**src/rtl/contador_estados_param_pkg.sv**
```systemverilog
// contador_pkg: shared coding type and binary/Gray conversion helpers for the state counter.
// Helpers work on a fixed 32-bit word; callers zero-extend and truncate to their own width.
package contador_pkg;

    typedef enum logic {
        BINARIO = 1'b0,
        GRAY    = 1'b1
    } modo_t;

    localparam int WMAX = 32;

    function automatic logic [WMAX-1:0] bin2gray(input logic [WMAX-1:0] b);
        return b ^ (b >> 1);
    endfunction

    // Prefix XOR from the MSB down; zero-extended upper bits leave the result unchanged.
    function automatic logic [WMAX-1:0] gray2bin(input logic [WMAX-1:0] g);
        logic [WMAX-1:0] b;
        b[WMAX-1] = g[WMAX-1];
        for (int i = WMAX - 2; i >= 0; i--)
            b[i] = b[i+1] ^ g[i];
        return b;
    endfunction

endpackage

```
**src/rtl/contador_estados_param_siguiente.sv**
```systemverilog
// siguiente_cuenta: combinational next-count and wrap flag for the up/down modulus counter.
module siguiente_cuenta #(
    parameter int N   = 3,
    parameter int MAX = 2**N - 1
) (
    input  logic [N-1:0] cnt,
    input  logic         x,
    input  logic         en,
    input  logic         saturar,
    input  logic         carga,
    input  logic [N-1:0] carga_val,
    output logic [N-1:0] sig,
    output logic         wrap
);

    logic tope;
    logic piso;
    logic [N-1:0] arriba;
    logic [N-1:0] abajo;

    always_comb begin
        tope   = cnt == N'(MAX);
        piso   = cnt == '0;
        arriba = tope ? (saturar ? cnt : '0) : cnt + N'(1);
        abajo  = piso ? (saturar ? cnt : N'(MAX)) : cnt - N'(1);
        sig    = carga ? carga_val : !en ? cnt : x ? arriba : abajo;
        wrap   = !carga && en && !saturar && (x ? tope : piso);
    end

endmodule

```
**src/rtl/contador_estados_param.sv**
```systemverilog
// contador_estados_param: N-bit up/down modulus counter with binary/Gray coding, saturate/wrap
// and synchronous load; holds the state register and the output coding.
module contador_estados_param
    import contador_pkg::*;
#(
    parameter int N   = 3,
    parameter int MAX = 2**N - 1
) (
    input  logic         clk,
    input  logic         reset,
    input  logic         en,
    input  logic         x,
    input  logic         modo,
    input  logic         saturar,
    input  logic         carga,
    input  logic [N-1:0] dato,
    output logic [N-1:0] estado,
    output logic [N-1:0] cuenta,
    output logic         fin,
    output logic         en_max,
    output logic         en_min
);

    logic [N-1:0] cnt;
    logic [N-1:0] carga_bin;
    logic [N-1:0] carga_val;
    logic [N-1:0] sig;
    logic         wrap;
    logic         es_gray;

    assign es_gray = modo_t'(modo) == GRAY;

    // Loads arrive in the current coding; out-of-range values clamp to the last count.
    always_comb begin
        carga_bin = es_gray ? N'(gray2bin(WMAX'(dato))) : dato;
        carga_val = carga_bin > N'(MAX) ? N'(MAX) : carga_bin;
    end

    siguiente_cuenta #(.N(N), .MAX(MAX)) u_sig (
        .cnt       (cnt),
        .x         (x),
        .en        (en),
        .saturar   (saturar),
        .carga     (carga),
        .carga_val (carga_val),
        .sig       (sig),
        .wrap      (wrap)
    );

    always_ff @(posedge clk) begin
        if (reset) begin
            cnt <= '0;
            fin <= 1'b0;
        end else begin
            cnt <= sig;
            fin <= wrap;
        end
    end

    assign cuenta = cnt;
    assign estado = es_gray ? N'(bin2gray(WMAX'(cnt))) : cnt;
    assign en_max = cnt == N'(MAX);
    assign en_min = cnt == '0;

endmodule

```
**config.mk**
```make
export PLATFORM = sky130hd
export DESIGN_NAME = contador_estados_param
export DESIGN_NICKNAME = d
export VERILOG_FILES = /design/src/rtl/contador_estados_param_pkg.sv /design/src/rtl/contador_estados_param_siguiente.sv /design/src/rtl/contador_estados_param.sv
export SDC_FILE = /design/constraint.sdc
export NUM_CORES = 1
export LEC_CHECK = 0
export ABC_AREA = 1
export BUFFER_PORTS_ARGS = -buffer_cell sky130_fd_sc_hd__buf_2
export CAP_MARGIN = 10
export CORE_AREA = 3 3 40 42
export DETAILED_ROUTE_END_ITERATION = 10
export DIE_AREA = 0 0 43 45
export PLACE_DENSITY = 0.69
export SYNTH_ARGS = -nofsm -noshare
export SYNTH_HDL_FRONTEND = slang
export SYNTH_HIERARCHICAL = 1
export SYNTH_SLANG_ARGS = --single-unit
```
**constraint.sdc**
```tcl
create_clock -name clk -period 2.1 [get_ports clk]
set_clock_uncertainty 0.05 [all_clocks]
set_input_delay 0.315 -clock clk [delete_from_list [all_inputs] [get_ports clk]]
set_output_delay 0.315 -clock clk [all_outputs]
set_load 0.005 [all_outputs]
```
; ---- Word-level counts from Yosys, hierarchy flattened
; Index checks and enable logic that the tools add are counted.
[classes]
add_sub_neg = 2
n_lt_le_gt_ge = 1
n_eq_ne = 3
mux = 11
bitwise = 3
n_reduce_logical = 8
[ops]
columns = cell, n
row1 = 2-to-1 mux 3 bit, 9
row2 = != test 4 bit (second input constant), 2
row3 = adder 3 x 1 -> 3 bit (second input constant), 1
row4 = == test 3 bit (second input constant), 1
row5 = greater-than comparator 3 bit (second input constant), 1
row6 = logical AND 1 bit, 3
row7 = zero test 3 bit, 1
row8 = AND reduction 3 bit, 1
row9 = subtractor 3 x 1 -> 3 bit (second input constant), 1
row10 = bitwise XOR 3 x 2 -> 3 bit, 1
row11 = zero test 1 bit, 2
row12 = 2-to-1 mux 2 bit, 1
row13 = nonzero test 2 bit, 1
row14 = bitwise XOR 1 bit, 2
row15 = 2-to-1 mux 1 bit, 1
[word_totals]
ff_bits = 4
inputBits = 10
out_inout_bits = 9

; ---- Logic depth before layout (Yosys ltp)
[depth]
depth_word = 6
depth_mapped = 11
mapped_depth_nobuf = 11

; ---- Modules after synthesis
; Netlist, hierarchy kept.
[by_module_without_submodules]
columns = mod, n_inst, cells_each, area_each_um2, seq_area_each_um2
row1 = siguiente_cuenta, 1, 56, 296.5, 0.0
row2 = contador_estados_param, 1, 37, 239.0, 80.1

; ---- Worst setup path after synthesis
; No wires, ideal clock.
[synth_timing]
kind = flip-flop to flip-flop
from = register cnt[1] (netlist: cuenta[1])
to = register cnt[2] (netlist: cuenta[2])
setup_time_ps = 64
arrival_time_ps = 1283
required_ps = 1986
setup_slack_ps = 703
path_stages_with_launch = 11
synth_period_minus_slack_ps = 1397
cell_sequence = dfxtp_1 ha_1 ha_1 nand2_1 nor2_1 nor2_1 nor2_1 nand2_1 a21oi_1 inv_1 nor2_1
[synth_via]
elab_chain_cells = 5
word_cells_on_any_way = 12
classes_between = add/sub (2) / eq/ne (3) / mux (5) / reduce/logical (2)
[synth_rtl]
columns = item, line
row1 = "start, declared", contador_estados_param.sv:24  ; logic [N-1:0] cnt;
row2 = "start signal, assigned", contador_estados_param.sv:55  ; cnt <= sig;
row3 = subtractor 3 x 1 -> 3 bit (tied with other cells), contador_estados_param_siguiente.sv:25  ; abajo = piso ? (saturar ? cnt : N'(MAX)) : cnt - N'(1);
row4 = "2-to-1 mux 3 bit, on equally long branches", "contador_estados_param_siguiente.sv:25, contador_estados_param_siguiente.sv:24"
row5 = 2-to-1 mux 3 bit (*) (3 in series), contador_estados_param_siguiente.sv:26  ; sig = carga ? carga_val : !en ? cnt : x ? arriba : abajo;
row6 = net sig[2], contador_estados_param.sv:27  ; logic [N-1:0] sig;
; Mark *: on every way through the listed nets, which the timed path passes. The rest lies on a longest branch. The select of a mux whose other input is x is not followed.
; A chain may end at the register's enable or synchronous reset.

; ---- Worst setup path after layout
[layout_timing]
from = register cnt[0] (netlist: cuenta[0])
to = output estado[0]
[layout_via]
elab_chain_cells = 2
[layout_rtl]
columns = item, line
row1 = bitwise XOR 3 x 2 -> 3 bit, contador_estados_param_pkg.sv:13  ; return b ^ (b >> 1);
row2 = 2-to-1 mux 3 bit (*), contador_estados_param.sv:61  ; assign estado = es_gray ? N'(bin2gray(WMAX'(cnt))) : cnt;
row3 = "end, declared", contador_estados_param.sv:17  ; output logic [N-1:0] estado,
; Mark *: on every way between the ends. The rest lies on a longest branch, timed or not.

==> results.md <==
- Rows: 13
- Area delta synth->final: 22.43%
- Min-delay src: reset
- Worst-path cell with the longest stage delay: dfxtp_1
- Hold worst-path end: cuenta[2]
- Required @ worst endpoint: 1.74 ns
- Grt peak-use layer: met2
- Worst slack, placed: 0.5842 ns
- Synthesized Nets: 110
- GRT met1 Usage: between 15 and 20%
- DRC errors left: 0
- Clk Latency, worst-skew pair: 0.23 ns
- Syn. warnings: 6
- Final Util: about half
- H-tree depth: 1
- Post-DP HPWL: around 980 um
- Crit path kind: register to primary output
- Setup tns final: 0 ns
- CP startpoint kind: register
- N_diodes: 0
- Core footprint: 1285 um2
- Longest Clk Path Bufs: 2
- Slew Viols, Final: 0
- Pleak: 0.4057 nW
- Power per Cell Area: 467.3 nW/um2
- Critical-path cell list: inv_1 -> ha_1 -> nand2_1 -> o21ai_0 -> buf_2
- Post-synthesis sequential area ratio: between 10% and 20%
- First-pass GRT wire length: 1849 um
- Fin cells: 127
- Iteration-0 DRC Markers: 4
- Placed cells: around 120
- Min cycle time layout: 1.640 ns
- Net count, final: 131
- # fillers: between 100 and 150
- Critical path capture point type: primary output
- CTS root buffer: clkbuf_4
- Antenna violations before repair: 0
- Share of layout cells above drive strength 1: between 20% and 30%
- Worst setup margin: 0.4597 ns
- Mapped Area: 535.5 um2
- Largest vdd supply drop: about 0.24 mV
- Starting Density: 41.67%
- Largest net degree at the start of global routing: 11
- Met2 Usage GRT: 19.76%
- Period utilisation layout: 78.11%
- CP arrival: 1.28 ns
- Post-synth cell types: 19
- Final Hold Fails: 0
- CTS tree: built
- Slew HR: 75.94%
- Hold buffer count at CTS: 0
- Ports: 19
- Syn avg cell area: 5.758 um2
- Setup Buffers After CTS: 0
- Worst R2R Path Depth: 10
- Die Ht: 45 um
- Area of the die: 1935 um2
- Via density: 4.661
- Inserted Clock Buffers: 3
- Fmax: 0.6096 GHz
- Cells after Synth: 93
- Total wire length: 1135 um
- Total track usage: 12.80%
- Hold Crit Class: input port to register
- Post-CTS sizing: 0
- RR Endpoint: cuenta[2]
- Final setup fails: 0
- GRT Residual Overflow: 0
- Antenna Nets Post-Route: 0
- Die span in x: between 40 and 50 um
- FF-to-FF Start: cuenta[1]
- Vias in the first global route: 451
- Worst-Margin Slew: approximately 0.36 ns
- Crit-path max cell delay: around 0.42 ns
- Critical path fanouts, max: 6
- DR pass1 iterations: 4
- Status: complete, no violations
- Setup slack, reg-to-reg: roughly 0.57 ns
- Clock sink count: 4
- RSZ-0062 raised after global routing: no
- Routability cong.: 0.8081
- Final Power: 306.3 uW
- Buffers on Ports: 18
- GR Layer Usage met3: 3.586%
- CTS clk-pin slew, worst paths: 0.04 ns
- CP top delay family: flip-flops
- Hold Crit Depth: 2
- Worst path bufs/invs: 2
- Max Cap Violations: 0
- Vias: 592
- Avg WL per Cell: just under 9 um
- FF+latch count, synth: 4
where the power goes:
| group | switching (mW) | leakage (nW) | internal [mW] |
|---|---|---|---|
| combinational | 0.0677 | 0.359 | 0.0513 |
| sequential | 0.0106 | 0.0330 | 0.0818 |
| clock | 0.0311 | 0.0138 | 0.0639 |
final cells by class:
| cell class | count | area [um2] | area share [%] |
|---|---|---|---|
| clock buffer | 3 | 22.52 | 3.435 |
| inverter | 22 | 82.58 | 12.60 |
| multi-input combinational | 65 | 361.6 | 55.15 |
| sequential | 4 | 80.08 | 12.21 |
| tap | 15 | 18.77 | 2.863 |
| timing repair buffer | 18 | 90.09 | 13.74 |
synth_stat cells:
library cell / number / area share [%]
nand2_1: 21 / 15
inv_1: 20 / 14
nor2_1: 13 / 9.1
ha_1: 7 / 16
nand3_1: 6 / 5.6
a21oi_1: 4 / 3.7
dfxtp_1: 4 / 15
o21ai_0: 3 / 2.8
inv_2: 2 / 1.4
nand3_2: 2 / 3.7
nand4_1: 2 / 2.3
nor2_2: 2 / 2.3
a211oi_1: 1 / 1.4
buf_4: 1 / 1.4
clkbuf_1: 1 / 0.70
nand2_2: 1 / 1.2
o211ai_1: 1 / 1.4
or2_2: 1 / 1.2
xor2_1: 1 / 1.6
worst max path at each step:
stage | cells past startpoint | startpoint | endpoint | slack (ns)
final | 5 | cuenta[0] | estado[0] | 0.46
after CTS | 5 | cuenta[0] | estado[0] | 0.44
after floorplan | 10 | cuenta[1] | cuenta[2] | 0.70
after global routing | 10 | cuenta[1] | cuenta[1] | 0.37
after global placement | 10 | cuenta[1] | cuenta[2] | 0.61
after detailed placement | 10 | cuenta[1] | cuenta[2] | 0.58
flip-flops by register name, indices dropped and copies added (netlist names):
signal	flops
cuenta	3
fin	1
logic make-up (layout without fill, tap and decap cells):
group | after synthesis | after routing | synth area share [%]
compound gates | 9 | 9 | 9.346
fa+ha+maj | 7 | 7 | 16.35
flops | 4 | 4 | 14.95
simple gates | 48 | 48 | 40.19
buf+inv | 24 | 43 | 17.52
xor+xnor | 1 | 1 | 1.636
stage by stage:
step	hold WS, ns	cell area [um2]
2_1_floorplan	0.3362	535.5
4_1_cts	0.2316	655.6
3_3_place_gp	0.4766	633.1
3_5_place_dp	0.4782	633.1
6_report	0.2326	655.6
5_1_grt	0.2439	655.6
layout by cell type (no fill, tap or decap):
cell / synthesis / final
a211oi_1: 1 / 1
a21oi_1: 4 / 4
buf_2: 0 / 18
clkbuf_4: 0 / 3
dfxtp_1: 4 / 4
ha_1: 7 / 7
inv_1: 20 / 20
inv_2: 2 / 2
nand2_1: 21 / 21
nand2_2: 1 / 1
nand3_1: 6 / 6
nand3_2: 2 / 2
nand4_1: 2 / 2
nor2_1: 13 / 13
nor2_2: 2 / 2
o211ai_1: 1 / 1
o21ai_0: 3 / 3
or2_2: 1 / 1
xor2_1: 1 / 1
routing by layer:
metal | up-vias | routed length, um
met5 | - | 0
met4 | 0 | 14
met3 | 2 | 60
met2 | 21 | 503
met1 | 243 | 557
li1 | 326 | -
Power figures use the tool's default switching activity.
